$ cat config.mk
export PLATFORM = sky130hd
export DESIGN_NAME = seq_arbiter
export DESIGN_NICKNAME = d
export VERILOG_FILES = /design/src/rtl/seq_arbiter.sv
export SDC_FILE = /design/constraint.sdc
export NUM_CORES = 1
export LEC_CHECK = 0
export BUFFER_PORTS_ARGS = -buffer_cell sky130_fd_sc_hd__buf_2
export CAP_MARGIN = 20
export CELL_PAD_IN_SITES_DETAIL_PLACEMENT = 0
export CELL_PAD_IN_SITES_GLOBAL_PLACEMENT = 1
export CORE_UTILIZATION = 37
export DETAILED_ROUTE_END_ITERATION = 10
export PLACE_DENSITY = 0.89
export SLEW_MARGIN = 20
export SYNTH_ARGS = -nofsm -noshare
export SYNTH_HDL_FRONTEND = slang
export SYNTH_SLANG_ARGS = --single-unit
$ cat constraint.sdc
create_clock -name clk -period 3.65 [get_ports clk]
set_input_delay 1.095 -clock clk [delete_from_list [all_inputs] [get_ports clk]]
set_output_delay 1.095 -clock clk [all_outputs]
set_load 0.02 [all_outputs]
$ cat src/rtl/seq_arbiter.sv
// Round-robin owner of a shared setup/active/done resource; drives ctl for a per-requester active length.
// Grant one edge after a request; ctl for max(len,1) cycles; one-cycle ack; all outputs decode from flops only.
module seq_arbiter #(
  parameter int NREQ  = 4,
  parameter int LEN_W = 4
) (
  input  logic                  clk,
  input  logic                  rst_n,
  input  logic [NREQ-1:0]       req,
  input  logic [NREQ*LEN_W-1:0] len,
  input  logic                  abort,
  output logic [NREQ-1:0]       gnt,
  output logic                  ctl,
  output logic [NREQ-1:0]       ack,
  output logic                  busy
);

  localparam int OW = $clog2(NREQ);

  typedef enum logic [1:0] {IDLE, GRANT, GO, DONE} state_t;

  state_t           state_q, state_d;
  logic [OW-1:0]    owner_q, owner_d;
  logic [OW-1:0]    ptr_q, ptr_d;
  logic [LEN_W-1:0] cnt_q, cnt_d;

  logic [NREQ-1:0]  owner_oh;
  logic [NREQ-1:0]  cand;
  logic [OW-1:0]    owner_inc;
  logic [OW-1:0]    start;
  logic [OW-1:0]    idx;
  logic [OW-1:0]    win;
  logic             found;
  logic [LEN_W-1:0] win_len;
  logic [LEN_W-1:0] win_cnt;

  function automatic logic [OW-1:0] wrap_inc(input logic [OW-1:0] v);
    if (v == OW'(NREQ - 1)) return '0;
    return v + OW'(1);
  endfunction

  assign owner_oh  = {{(NREQ-1){1'b0}}, 1'b1} << owner_q;
  assign owner_inc = wrap_inc(owner_q);

  // In DONE the finishing owner is masked and the search starts just past it.
  assign start = (state_q == DONE) ? owner_inc : ptr_q;
  assign cand  = req & ~((state_q == DONE) ? owner_oh : '0);

  always_comb begin
    found = 1'b0;
    win   = '0;
    idx   = start;
    for (int i = 0; i < NREQ; i++) begin
      if (!found && cand[idx]) begin
        found = 1'b1;
        win   = idx;
      end
      idx = wrap_inc(idx);
    end
  end

  assign win_len = len[win*LEN_W +: LEN_W];
  assign win_cnt = (win_len == '0) ? '0 : win_len - LEN_W'(1);

  always_comb begin
    state_d = state_q;
    owner_d = owner_q;
    ptr_d   = ptr_q;
    cnt_d   = cnt_q;
    case (state_q)
      IDLE: begin
        if (found) begin
          state_d = GRANT;
          owner_d = win;
          cnt_d   = win_cnt;
        end
      end
      GRANT: state_d = GO;
      GO: begin
        if (cnt_q == '0) state_d = DONE;
        else             cnt_d   = cnt_q - LEN_W'(1);
      end
      DONE: begin
        ptr_d = owner_inc;
        if (found) begin
          state_d = GRANT;
          owner_d = win;
          cnt_d   = win_cnt;
        end else begin
          state_d = IDLE;
        end
      end
      default: state_d = IDLE;
    endcase
    // Abort drops the job without ack but still moves fairness past the owner.
    if (abort && (state_q != IDLE)) begin
      state_d = IDLE;
      ptr_d   = owner_inc;
    end
  end

  always_ff @(posedge clk or negedge rst_n) begin
    if (!rst_n) begin
      state_q <= IDLE;
      owner_q <= '0;
      ptr_q   <= '0;
      cnt_q   <= '0;
    end else begin
      state_q <= state_d;
      owner_q <= owner_d;
      ptr_q   <= ptr_d;
      cnt_q   <= cnt_d;
    end
  end

  assign busy = (state_q != IDLE);
  assign gnt  = busy ? owner_oh : '0;
  assign ctl  = (state_q == GO);
  assign ack  = (state_q == DONE) ? owner_oh : '0;

endmodule

==> impl_metrics.tcl <==
set metrics [dict create \
    clockPowerShare_pct 8.3 \
    worstPathCellList "buf_2 -> a21boi_1 -> a21boi_2 -> o2bb2ai_4 -> mux2i_1 -> mux2i_1 -> or4b_1 -> a31oi_1" \
    cts_resized 0 \
    antenna_found_initial 0 \
    gp_congestion 0.7185 \
    drive_above_1_share_pct 32.89 \
    syn_area_um2 1056 \
    ant_nets 0 \
    syn2layout_area_growth_pct 21.92 \
    grt_pass1_wl_mm 4.188 \
    hold_class "reg2reg" \
    whs_ps 545.4 \
    synth_top_family_by_area "compound AO/OA/AOI/OAI gates" \
    syn_nets 146 \
    layout_common_cells "32 x buf_2, 12 x mux2i_1, 11 x a21oi_1, 10 x ha_1, 10 x dfrtp_1" \
    rows 19 \
    tritoncts "built" \
    drc 0 \
    rsz0062_at_grt "no" \
    synth_edf_count 0 \
    dpl.hpwl_mm 1.972 \
    setup_tns_ps 0 \
    synth_fa_ha_area_share_pct 11.85 \
    pin_count 33 \
    hold_violations 0 \
    yosys.cell_types.count 34 \
    irDropWorstVdd_mv 0.5100 \
    final_common_cell "buf_2" \
    synth_top_flop_cell "dfrtp_1" \
    synth_mux_area_share_pct 20.26 \
    cts.sinks 10 \
    critPathRequiredTime_ps 3840 \
    vias 966 \
    core_area_um2 2734 \
    finClkSkew_ps 2.107 \
    drt_pass1_iterations 3 \
    cts_inserted_buffers 3 \
    dieArea_um2 3072 \
    antenna_cells 0 \
    finalCriticalPeriod_ps 3067 \
    max_stage_delay_ps 540 \
    post_cts_buffers 0 \
    synthCells 113 \
    die-height_um 55.43 \
    drt_wl_total_mm 2.340 \
    start_util_pct 38.63 \
    cts_buffer_depth 2 \
    swShare_pct 49.19 \
    crit_slowest_cell "or4b_1" \
    synth_area_per_cell_um2 9.345 \
    p_leak_nw 0.6438 \
    root_buffer "clkbuf_4" \
    layout.nets 183 \
    wl_per_cell_um 13.00 \
    reg2regPathDepth 8 \
    ys_seq_area_share_pct 23.70 \
    place_area_um2 1251 \
    arrival_ps 3260 \
    synth_simple_gate_area_share_pct 13.74 \
    grt_usage_pct 16.69 \
    intPower_w 0.0006145 \
    max-cap-violations 0 \
    grt-ovfl-total 0 \
    path_max_fanout 9 \
    clk_pin_slew_ps 70 \
    final.fill_count 275 \
    seq_power_share_pct 18.7 \
    power.total_w 0.001209 \
    cp_common_cell "mux2i_1" \
    die_x_um 55.43 \
    p_sw_w 0.0005949 \
    synthXorXnorAreaFrac_pct 0 \
    status "completed" \
    multi_input_area_um2 760.7 \
    ctsHoldBuffers 0 \
    ys_async_sr_fraction_pct 100.0 \
    io_buffer_count 32 \
    synth-compound-area-share_pct 26.18 \
    yosys_warnings 0 \
    comb_power_share_pct 73.1 \
    drt_iter0_drc 23 \
    max_freq_mhz 326.0 \
    setup_viol 0 \
    tightest_slew_ps 492.8 \
    grt_max_degree 11 \
    htreeDepth 1 \
    period_share_pct 84.04 \
    insertion_delay_ps 270 \
    hold_depth 1 \
    start_kind "input pin" \
    end_kind "register" \
    path_class "in2reg" \
    yosys_register_bits 10 \
    via_per_inst 5.367 \
    postLayoutCellArea_um2 1287 \
    p_per_area_nw_per_um2 939.4 \
    ff_latch_area_um2 250.2 \
    report.final.slew_viol_count 0 \
    max-slew-margin-rel_pct 67.07 \
    grt_pass1_vias 974 \
]
==> state kept, by name, summed over array words and instances (netlist names) <==
register  cells
cnt_q         4
owner_q       2
ptr_q         2
state_q       2
==> final cells by class <==
class	count	share of cell area, %
Multi-Input combinational cell	93	59.09
Sequential cell	10	19.44
Timing Repair Buffer	33	13.02
Tap cell	31	3.013
Clock buffer	4	2.818
Inverter	9	2.624
==> metal layers <==
layer  vias up  track usage, %  wire length (µm)
met4         0           5.357                17
li1        483               -                 -
met1       452           20.15              1037
met5         -               0                 0
met3         2           1.405                89
met2        29           30.98              1196
==> power groups by stage <==
| stage | Combinational, W | Clock, W | Sequential, W |
|---|---|---|---|
| floorplan | 0.000707 | 0 | 0.000215 |
| global placement | 0.000848 | 0 | 0.000223 |
| detailed placement | 0.000885 | 0 | 0.000228 |
| CTS | 0.000887 | 0.000102 | 0.000225 |
| global route | 0.000974 | 0.000108 | 0.000237 |
| finish | 0.000883 | 0.0000999 | 0.000226 |
==> cell families after synthesis <==
logic type	after synthesis
flops	10
buf+inv	10
compound gates	36
simple gates	28
fa+ha+maj	10
mux	19
==> path summary, 6_finish.rpt <==
kind	slack [ps]	from	endpoint
max reg2reg	740	state_q[0]$_DFFE_PN0P_	cnt_q[2]$_DFFE_PN0P_
min	550	cnt_q[0]$_DFFE_PN0P_	cnt_q[0]$_DFFE_PN0P_
max	580	req[0]	cnt_q[2]$_DFFE_PN0P_
min reg2reg	550	cnt_q[0]$_DFFE_PN0P_	cnt_q[0]$_DFFE_PN0P_
min in group asynchronous	670	rst_n	cnt_q[0]$_DFFE_PN0P_
max in group asynchronous	2790	rst_n	ptr_q[1]$_DFF_PN0_
==> metrics by stage <==
stage          util (%)  cells  setup WS, ps
3_5_place_dp      45.77    176         350.3
6_report          47.09    180         582.6
5_1_grt           47.09    180         471.4
3_3_place_gp      45.77    176         489.1
2_1_floorplan         -    113         676.2
4_1_cts           47.09    180         614.8
==> critical path: cells and delay by family <==
family | cells | cell delay [ps]
and+or+nand+nor | 1 | 540
muxes | 2 | 470
buffers and inverters | 1 | 70
AOI/OAI and AO/OA | 4 | 1090
==> synth_stat cells (2+ instances only) <==
master	instances	area [µm²]
o211ai_1	2	15.01
nand2_1	7	26.28
mux2i_1	12	120.1
and2_1	4	25.02
dfrtp_1	10	250.2
mux2_4	2	30.03
a21oi_1	11	55.05
o21a_1	2	15.01
o22ai_1	2	12.51
inv_1	9	33.78
ha_1	10	125.1
mux2_2	2	22.52
a21boi_1	3	22.52
a31oi_1	3	18.77
nor2b_1	5	31.28
mux2i_2	3	41.29
nor2_1	7	26.28
o21ai_0	3	15.01
Note: power is estimated with default switching activity, not from simulation.
